==> src/rtl/aes_uart_pkg.sv <==
// Shared definitions for the AES/UART frame path: state encoding and widths.
package aes_uart_pkg;

    localparam int BLOCK_BYTES = 16;
    localparam int BLOCK_W     = 128;
    localparam int BYTE_W      = 8;
    localparam int GAP_W       = 28;

    // Index of the final byte in a block, sized for the 4-bit byte counters.
    localparam logic [3:0] LAST_BYTE = 4'(BLOCK_BYTES - 1);

    // Frame sequencer states; the encoding is exported on the LED debug port.
    typedef enum logic [2:0] {
        ST_COLLECT = 3'd0,
        ST_ENCRYPT = 3'd1,
        ST_READY   = 3'd2,
        ST_SEND    = 3'd3,
        ST_GAP     = 3'd4
    } state_e;

endpackage

==> src/rtl/gap_timer.sv <==
// GAP_W-bit down counter used to pace bytes. A load sets the count; it then
// decrements to zero and stops. expired_o is high in the last counted cycle
// (count == 1), so a load value of G gives exactly G cycles before the
// cycle in which the owner reacts to expiry.
module gap_timer
    import aes_uart_pkg::*;
(
    input  logic             clock,
    input  logic             reset,
    input  logic             load_i,
    input  logic [GAP_W-1:0] load_val_i,
    output logic             expired_o
);

    logic [GAP_W-1:0] count_q;
    logic [GAP_W-1:0] count_d;

    // Next count: a load wins, otherwise count down and hold at zero.
    always_comb begin
        count_d = count_q;
        if (load_i) begin
            count_d = load_val_i;
        end else if (count_q != '0) begin
            count_d = count_q - GAP_W'(1);
        end
    end

    // Count register.
    always_ff @(posedge clock or negedge reset) begin
        if (!reset) begin
            count_q <= '0;
        end else begin
            count_q <= count_d;
        end
    end

    assign expired_o = (count_q == GAP_W'(1));

endmodule

==> src/rtl/aes_frame_sequencer.sv <==
// Sequences one AES-128 frame: collect 16 plaintext bytes from the UART
// receiver, launch the AES core, capture the ciphertext and stream it back
// to the UART transmitter with a programmable gap between bytes.
//
// Interface semantics: every strobe (rx_dv, tx_request, aes_done, tx_done,
// aes_start, tx_dv) is a single-cycle pulse with no backpressure. A strobe
// that arrives in a state that does not expect it is ignored, except rx_dv
// outside COLLECT, which drops the byte and sets the sticky overflow flag.
// abort outranks every other event in the same cycle.
module aes_frame_sequencer
    import aes_uart_pkg::*;
#(
    parameter int GAP_CYCLES = 100000,
    parameter bit AUTO_TX    = 1'b0
) (
    input  logic                 clock,
    input  logic                 reset,
    input  logic                 abort,
    input  logic                 rx_dv,
    input  logic [BYTE_W-1:0]    rx_byte,
    input  logic                 tx_request,
    output logic                 aes_start,
    output logic [BLOCK_W-1:0]   aes_block,
    input  logic                 aes_done,
    input  logic [BLOCK_W-1:0]   aes_result,
    output logic                 tx_dv,
    output logic [BYTE_W-1:0]    tx_byte,
    input  logic                 tx_done,
    output logic                 block_ready,
    output logic                 overflow,
    output logic [2:0]           state_dbg
);

    localparam logic [GAP_W-1:0] GAP_LOAD = GAP_W'(GAP_CYCLES);

    state_e               state_q;
    logic [3:0]           byte_cnt_q;
    logic [3:0]           tx_cnt_q;
    logic [BLOCK_W-1:0]   aes_block_q;
    logic [BLOCK_W-1:0]   ct_q;
    logic                 aes_start_q;
    logic                 tx_dv_q;
    logic [BYTE_W-1:0]    tx_byte_q;
    logic                 block_ready_q;
    logic                 overflow_q;
    logic                 gap_load;
    logic                 gap_expired;

    // Arm the gap timer when a non-final byte completes in SEND.
    always_comb begin
        gap_load = 1'b0;
        if (!abort && state_q == ST_SEND && tx_done && tx_cnt_q != LAST_BYTE) begin
            gap_load = 1'b1;
        end
    end

    gap_timer u_gap_timer (
        .clock      (clock),
        .reset      (reset),
        .load_i     (gap_load),
        .load_val_i (GAP_LOAD),
        .expired_o  (gap_expired)
    );

    // Frame FSM with registered outputs.
    always_ff @(posedge clock or negedge reset) begin
        if (!reset) begin
            state_q       <= ST_COLLECT;
            byte_cnt_q    <= '0;
            tx_cnt_q      <= '0;
            aes_block_q   <= '0;
            ct_q          <= '0;
            aes_start_q   <= 1'b0;
            tx_dv_q       <= 1'b0;
            tx_byte_q     <= '0;
            block_ready_q <= 1'b0;
            overflow_q    <= 1'b0;
        end else begin
            aes_start_q <= 1'b0;
            tx_dv_q     <= 1'b0;
            if (abort) begin
                // Any in-flight AES operation keeps running; its aes_done
                // lands in COLLECT and is ignored there.
                state_q       <= ST_COLLECT;
                byte_cnt_q    <= '0;
                tx_cnt_q      <= '0;
                block_ready_q <= 1'b0;
            end else begin
                if (rx_dv && state_q != ST_COLLECT) begin
                    overflow_q <= 1'b1;
                end
                case (state_q)
                    ST_COLLECT: begin
                        if (rx_dv) begin
                            aes_block_q <= {aes_block_q[BLOCK_W-BYTE_W-1:0], rx_byte};
                            if (byte_cnt_q == LAST_BYTE) begin
                                // Counter holds at 15 until the frame completes.
                                aes_start_q <= 1'b1;
                                state_q     <= ST_ENCRYPT;
                            end else begin
                                byte_cnt_q <= byte_cnt_q + 4'd1;
                            end
                        end
                    end
                    ST_ENCRYPT: begin
                        if (aes_done) begin
                            ct_q          <= aes_result;
                            block_ready_q <= 1'b1;
                            state_q       <= ST_READY;
                        end
                    end
                    ST_READY: begin
                        if (tx_request || AUTO_TX) begin
                            tx_byte_q <= ct_q[BLOCK_W-1 -: BYTE_W];
                            ct_q      <= {ct_q[BLOCK_W-BYTE_W-1:0], {BYTE_W{1'b0}}};
                            tx_dv_q   <= 1'b1;
                            tx_cnt_q  <= '0;
                            state_q   <= ST_SEND;
                        end
                    end
                    ST_SEND: begin
                        if (tx_done) begin
                            if (tx_cnt_q == LAST_BYTE) begin
                                byte_cnt_q    <= '0;
                                tx_cnt_q      <= '0;
                                block_ready_q <= 1'b0;
                                state_q       <= ST_COLLECT;
                            end else begin
                                tx_cnt_q <= tx_cnt_q + 4'd1;
                                state_q  <= ST_GAP;
                            end
                        end
                    end
                    ST_GAP: begin
                        if (gap_expired) begin
                            tx_byte_q <= ct_q[BLOCK_W-1 -: BYTE_W];
                            ct_q      <= {ct_q[BLOCK_W-BYTE_W-1:0], {BYTE_W{1'b0}}};
                            tx_dv_q   <= 1'b1;
                            state_q   <= ST_SEND;
                        end
                    end
                    default: begin
                        state_q <= ST_COLLECT;
                    end
                endcase
            end
        end
    end

    assign aes_start   = aes_start_q;
    assign aes_block   = aes_block_q;
    assign tx_dv       = tx_dv_q;
    assign tx_byte     = tx_byte_q;
    assign block_ready = block_ready_q;
    assign overflow    = overflow_q;
    assign state_dbg   = state_q;

endmodule

==> config.mk <==
export PLATFORM = sky130hd
export DESIGN_NAME = aes_frame_sequencer
export DESIGN_NICKNAME = d
export VERILOG_FILES = /design/src/rtl/aes_uart_pkg.sv /design/src/rtl/gap_timer.sv /design/src/rtl/aes_frame_sequencer.sv
export SDC_FILE = /design/constraint.sdc
export NUM_CORES = 1
export LEC_CHECK = 0
export ABC_AREA = 0
export CAP_MARGIN = 20
export CORE_MARGIN = 2
export CORE_UTILIZATION = 35
export DETAILED_ROUTE_END_ITERATION = 8
export PLACE_DENSITY_LB_ADDON = 0.12
export SYNTH_ARGS = -nofsm -noshare
export SYNTH_HDL_FRONTEND = slang
export SYNTH_SLANG_ARGS = --single-unit
export TNS_END_PERCENT = 50
==> constraint.sdc <==
create_clock -name clock -period 3.1 [get_ports clock]
set_input_delay 0.62 -clock clock [delete_from_list [all_inputs] [get_ports clock]]
set_output_delay 0.62 -clock clock [all_outputs]
set_load 0.01 [all_outputs]
Word-level counts from Yosys, hierarchy flattened
Cells that the tools add are included.

word-level totals
  input port bits = 143
  bits in registers = 307
  output and inout port bits = 143
  word-level logic and storage cells = 99

cells by class
  reduce and logical (&&, ||, !) cells = 22
  mux-type cells = 43
  equality and inequality tests = 19
  $add $sub $neg = 3
  bitwise gates (word level) = 1

operator list
  kind                                                                   count
  128-bit 2-to-1 mux                                                     3
  128-bit one-hot mux with 3 select lines                                1
  28-bit 2-to-1 mux                                                      2
  4-bit 2-to-1 mux                                                       9
  28-bit by 1-bit == test with 1-bit output (second input constant)      1
  28-bit nonzero test                                                    1
  28-bit by 1-bit subtractor with 28-bit output (second input constant)  1
  3-bit 2-to-1 mux                                                       8
  3-bit inequality test (second input constant)                          7
  8-bit 2-to-1 mux                                                       2
  4-bit one-hot mux with 2 select lines                                  2
  8-bit one-hot mux with 2 select lines                                  1
  3-bit one-hot mux with 5 select lines                                  1
  3-bit nonzero test                                                     5
  1-bit 2-to-1 mux                                                       12
  5-bit AND reduction                                                    2
  4-bit by 1-bit adder with 4-bit output (second input constant)         2
  4-bit == test (second input constant)                                  2
  4-bit AND reduction                                                    2
  3-bit by 2-bit == test with 1-bit output (second input constant)       2
  2-bit inequality test (second input constant)                          3
  3-bit AND reduction                                                    2
  6-bit AND reduction                                                    1
  1-bit logical AND                                                      4
  10 further kinds                                                       12

Depth between registers and ports, before layout
  depth after elaboration = 6
  depth in mapped cells = 9
  gate-level depth less buffers = 7

Modules after synthesis
From an unflattened synthesis, not the netlist that was laid out.

second synthesis, totals
  cells, all modules = 1134
  area, all modules = 13437.9 um^2

by module, submodules not included
  module               seq. area each (um^2)  area each (um^2)  cells an instance  instances
  aes_frame_sequencer  6981.7                 11698.7           948                1
  gap_timer            700.7                  1739.2            186                1

Least setup slack after synthesis
No wires, ideal clock.

  kind = reg2reg
  from = reg u_gap_timer.count_q[10]
  to = reg u_gap_timer.count_q[15]
  required time = 3.031 ns
  path slack = 1.037 ns
  library setup time = 0.069 ns
  cell stages (with the launch flop) = 6
  path buffers = 0
  data arrival time = 1.994 ns
  cells stage by stage = dfrtp_1 -> or4_4 -> or3_1 -> or3_1 -> or3_1 -> nand3_1

on the way
  cells in the longest elaborated chain, start to end = 3
  elaborated cells between the ends (all ways) = 5
  those cells by class = add/sub (1); mux (2); reduce/logical (2)

ends and longest elaborated chain
  element                                        RTL line         source
  start, declared                                gap_timer.sv:15  logic [GAP_W-1:0] count_q;
  start signal, assigned                         gap_timer.sv:33  count_q <= count_d;
  28-bit by 1-bit subtractor with 28-bit output  gap_timer.sv:24  count_d = count_q - GAP_W'(1);
  28-bit 2-to-1 mux                              gap_timer.sv:23  end else if (count_q != '0) begin
  28-bit 2-to-1 mux                              gap_timer.sv:21  if (load_i) begin

Parallel ways exist; a longest one is shown, timed or not. The select of a mux whose other input is x is not followed.
A chain may end at the register's enable or synchronous reset.

Worst setup path in the final report
  from = reg u_gap_timer.count_q[19]
  to = reg tx_byte_q[5], in the netlist tx_byte[5]

on the way
  cells in the longest elaborated chain, start to end = 3

ends and longest elaborated chain
  element                                    RTL line                    source
  28-bit by 1-bit == test with 1-bit output  gap_timer.sv:37             assign expired_o = (count_q == GAP_W'(1));
  2-bit inequality test (no source line)     n/a
  4-bit AND reduction (no source line)       n/a
  end signal, assigned                       aes_frame_sequencer.sv:114  tx_byte_q <= ct_q[BLOCK_W-1 -: BYTE_W];
  end signal, assigned                       aes_frame_sequencer.sv:136  tx_byte_q <= ct_q[BLOCK_W-1 -: BYTE_W];
  end, declared                              aes_frame_sequencer.sv:43   logic [BYTE_W-1:0] tx_byte_q;

Every way passes these cells.

==> metrics.cfg <==
[setup_path]
worstSetupPathType = flip-flop to flip-flop
crit_fanout = 9
arrival_ns = 2.95
cp.required_ns = 3.51
start_kind = flip-flop
endpoint_kind = flip-flop
r2r_cells = 5

[logic_synthesis]
synth_edf_count = 0
postSynthAreaPerCell_um2 = 9.734
synthesis.area_um2 = 13490
synthTopCellsByCount = nand2_1 (404), dfrtp_1 (307), a21oi_1 (256)
synth_most_common_cell = nand2_1
synth.distinct_cells = 47
synth-main-ff-cell = dfrtp_1
yosysSeqAreaShare_pct = 56.94
ys_ff_latch = 307
ys_top_cells_by_area = dfrtp_1 (57%), nand2_1 (11%), a21oi_1 (9.5%)
synth_top_area_share_pct = 56.94
postSynthCellCount = 1386
synth_top_area_cell = dfrtp_1
yosysWarnings = 0
synthesis.nets = 1534
async_flop_share_pct = 100.0

[die]
fp.dieH_um = 200.3
start_util_pct = 35.65
die-area_um2 = 40130
fp.dieW_um = 200.3
rows = 71
pin_count = 286
core_um2 = 37840

[global_route]
grt_antenna_before_repair = 9
grt_pass1_wl_um = 61800
grt.total_usage_pct = 18.88
grt_max_degree = 129
overflow = 0
grt_pass1_vias = 11115

[detailed_routing]
first_iter_violations = 660
wirelength_um = 38250
num_vias = 10899
viasPerCell = 4.972
drtPass1Iterations = 4
drc = 0
ant_nets = 0
routedWlPerCell_um = 17.45

[place]
place_ws_ns = 0.5126
dp_hpwl_um = 25630
portBuffers = 285
place.gp.congestion = 0.7929

[sta]
rsz0062_at_grt = false
min_period_ns = 2.548
fin_ws_ns = 0.5522
fmax_mhz = 392.5
slew_violations = 0
maxSlewHeadroom_pct = 49.65
fin_crit_sh_pct = 82.19
setup-violations-final = 0
final-hold-violation-count = 0
fin_worst_skew_ns = 0.009127
tightest_slew_ns = 0.7552
setup_tns_ns = 0

[cells_and_area]
regArea_um2 = 7682
fillers = 3663
area_delta_synth_final_pct = 35.41
finalNetCount = 1796
drive_gt1_share_pct = 7.096
multi_input_area_um2 = 5385

[pwr]
vdd_drop_max_uv = 351.4
p_leak_uw = 0.008997
p_per_area_nw_per_um2 = 667.5

[clocking]
post_cts_buffers = 0
path_clk_slew_ns = 0.06
cts_tree = yes
ctsRootBufferMaster = clkbuf_16
cts_buffers = 37
cts.sinks = 307
cts_hold_buf = 0
clockBufferDepth = 3
clock_latency_ns = 0.52
post_cts_resized = 0
htree_levels = 2

[job]
maxCapViolCount = 0

[status]
outcome = completed

[hold_path]
hp-class = primary input to asynchronous set/reset pin

==> flip-flops by register name, summed over array words and instances (netlist names) <==
signal	cells
aes_block	128
tx_dv	1
aes_start	1
u_gap_timer.count_q	28
tx_cnt_q	4
overflow	1
tx_byte	8
state_dbg	3
ct_q	128
block_ready	1
byte_cnt_q	4
==> power breakdown <==
group | switching, uW | total (uW) | internal (uW)
combinational | 1060 | 2320 | 1260
sequential | 684 | 5640 | 4960
clock | 1690 | 4240 | 2540
==> routing by layer <==
metal / global-route usage, % / routed length, um / vias to the layer above
met5: 0 / 65 / -
met4: 4.603 / 608 / 10
met3: 4.832 / 2333 / 55
met2: 31.40 / 18420 / 255
met1: 24.67 / 16830 / 5330
li1: - / - / 5249
==> cells in the final DEF, fill, tap and decap left out, drive strengths merged, types with 3 or more instances in the layout <==
| master | count |
|---|---|
| or4 | 6 |
| nand2b | 10 |
| o31ai | 4 |
| nor2 | 20 |
| clkbuf | 57 |
| ha | 5 |
| nand3 | 19 |
| xor2 | 3 |
| o41ai | 3 |
| clkinv | 8 |
| nor4 | 7 |
| dfrtp | 307 |
| inv | 12 |
| nand3b | 4 |
| nand2 | 404 |
| or2 | 3 |
| o211ai | 7 |
| and3 | 5 |
| buf | 32 |
| xnor2 | 3 |
| o21ai | 28 |
| nand4 | 6 |
| diode | 4 |
| clkdlybuf4s50 | 284 |
| mux2i | 123 |
| or3 | 16 |
| mux2 | 9 |
| nor2b | 7 |
| and2 | 3 |
| a21oi | 256 |
| nor3 | 8 |
| a21o | 3 |
==> final cells by class <==
| class | count | share of cell area, % |
|---|---|---|
| multi-input combinational | 975 | 29.48 |
| timing repair buffer | 316 | 18.08 |
| clock inverter | 11 | 0.3493 |
| tap | 511 | 3.500 |
| inverter | 11 | 0.2260 |
| clock buffer | 57 | 6.260 |
| sequential | 307 | 42.05 |
| antenna | 4 | 0.05479 |
==> cells by family after synthesis <==
| family | count (synthesis) | synth area share, % |
|---|---|---|
| and+or+nand+nor | 521 | 16.66 |
| AOI/OAI and AO/OA | 311 | 12.16 |
| DFF | 307 | 56.94 |
| muxes | 132 | 9.877 |
| buffers and inverters | 104 | 3.515 |
| xor gates and xnor gates | 6 | 0.3896 |
| adders and majority gates | 5 | 0.4637 |
==> stage by stage <==
step | total power (uW) | hold WS (ns) | instances | cell area, um^2 | util (%)
after global placement | 7996 | 0.4620 | 2120 | 17050 | 45.06
after CTS | 12410 | 0.06165 | 2188 | 18260 | 48.25
final | 12200 | 0.04043 | 2192 | 18270 | 48.27
after floorplan | 6631 | 0.3244 | 1386 | 13490 | -
after global routing | 12930 | 0.08068 | 2190 | 18260 | 48.26
after detailed placement | 8070 | 0.4629 | 2120 | 17050 | 45.06
==> worst paths after layout <==
path / slack (ns) / from / endpoint
hold / removal: 0.04 / reset / aes_block[121]$_DFFE_PN0P_
setup / recovery: 0.55 / u_gap_timer.count_q[19]$_DFFE_PN0P_ / tx_byte[5]$_DFFE_PN0P_
hold reg to reg: 0.47 / aes_block[121]$_DFFE_PN0P_ / aes_block[121]$_DFFE_PN0P_
min in group clock: 0.47 / aes_block[121]$_DFFE_PN0P_ / aes_block[121]$_DFFE_PN0P_
max in group asynchronous: 2.23 / reset / u_gap_timer.count_q[5]$_DFFE_PN0P_
setup reg to reg: 0.55 / u_gap_timer.count_q[19]$_DFFE_PN0P_ / tx_byte[5]$_DFFE_PN0P_
==> worst max-delay path, stage by stage, from the launching register on <==
cell     delay (ns)
dfrtp_1        0.45
nor4_2         0.43
nand4_1        0.35
o41ai_1        0.40
nand2_1        0.41
mux2_2         0.40
(Power assumes the default switching activity.)
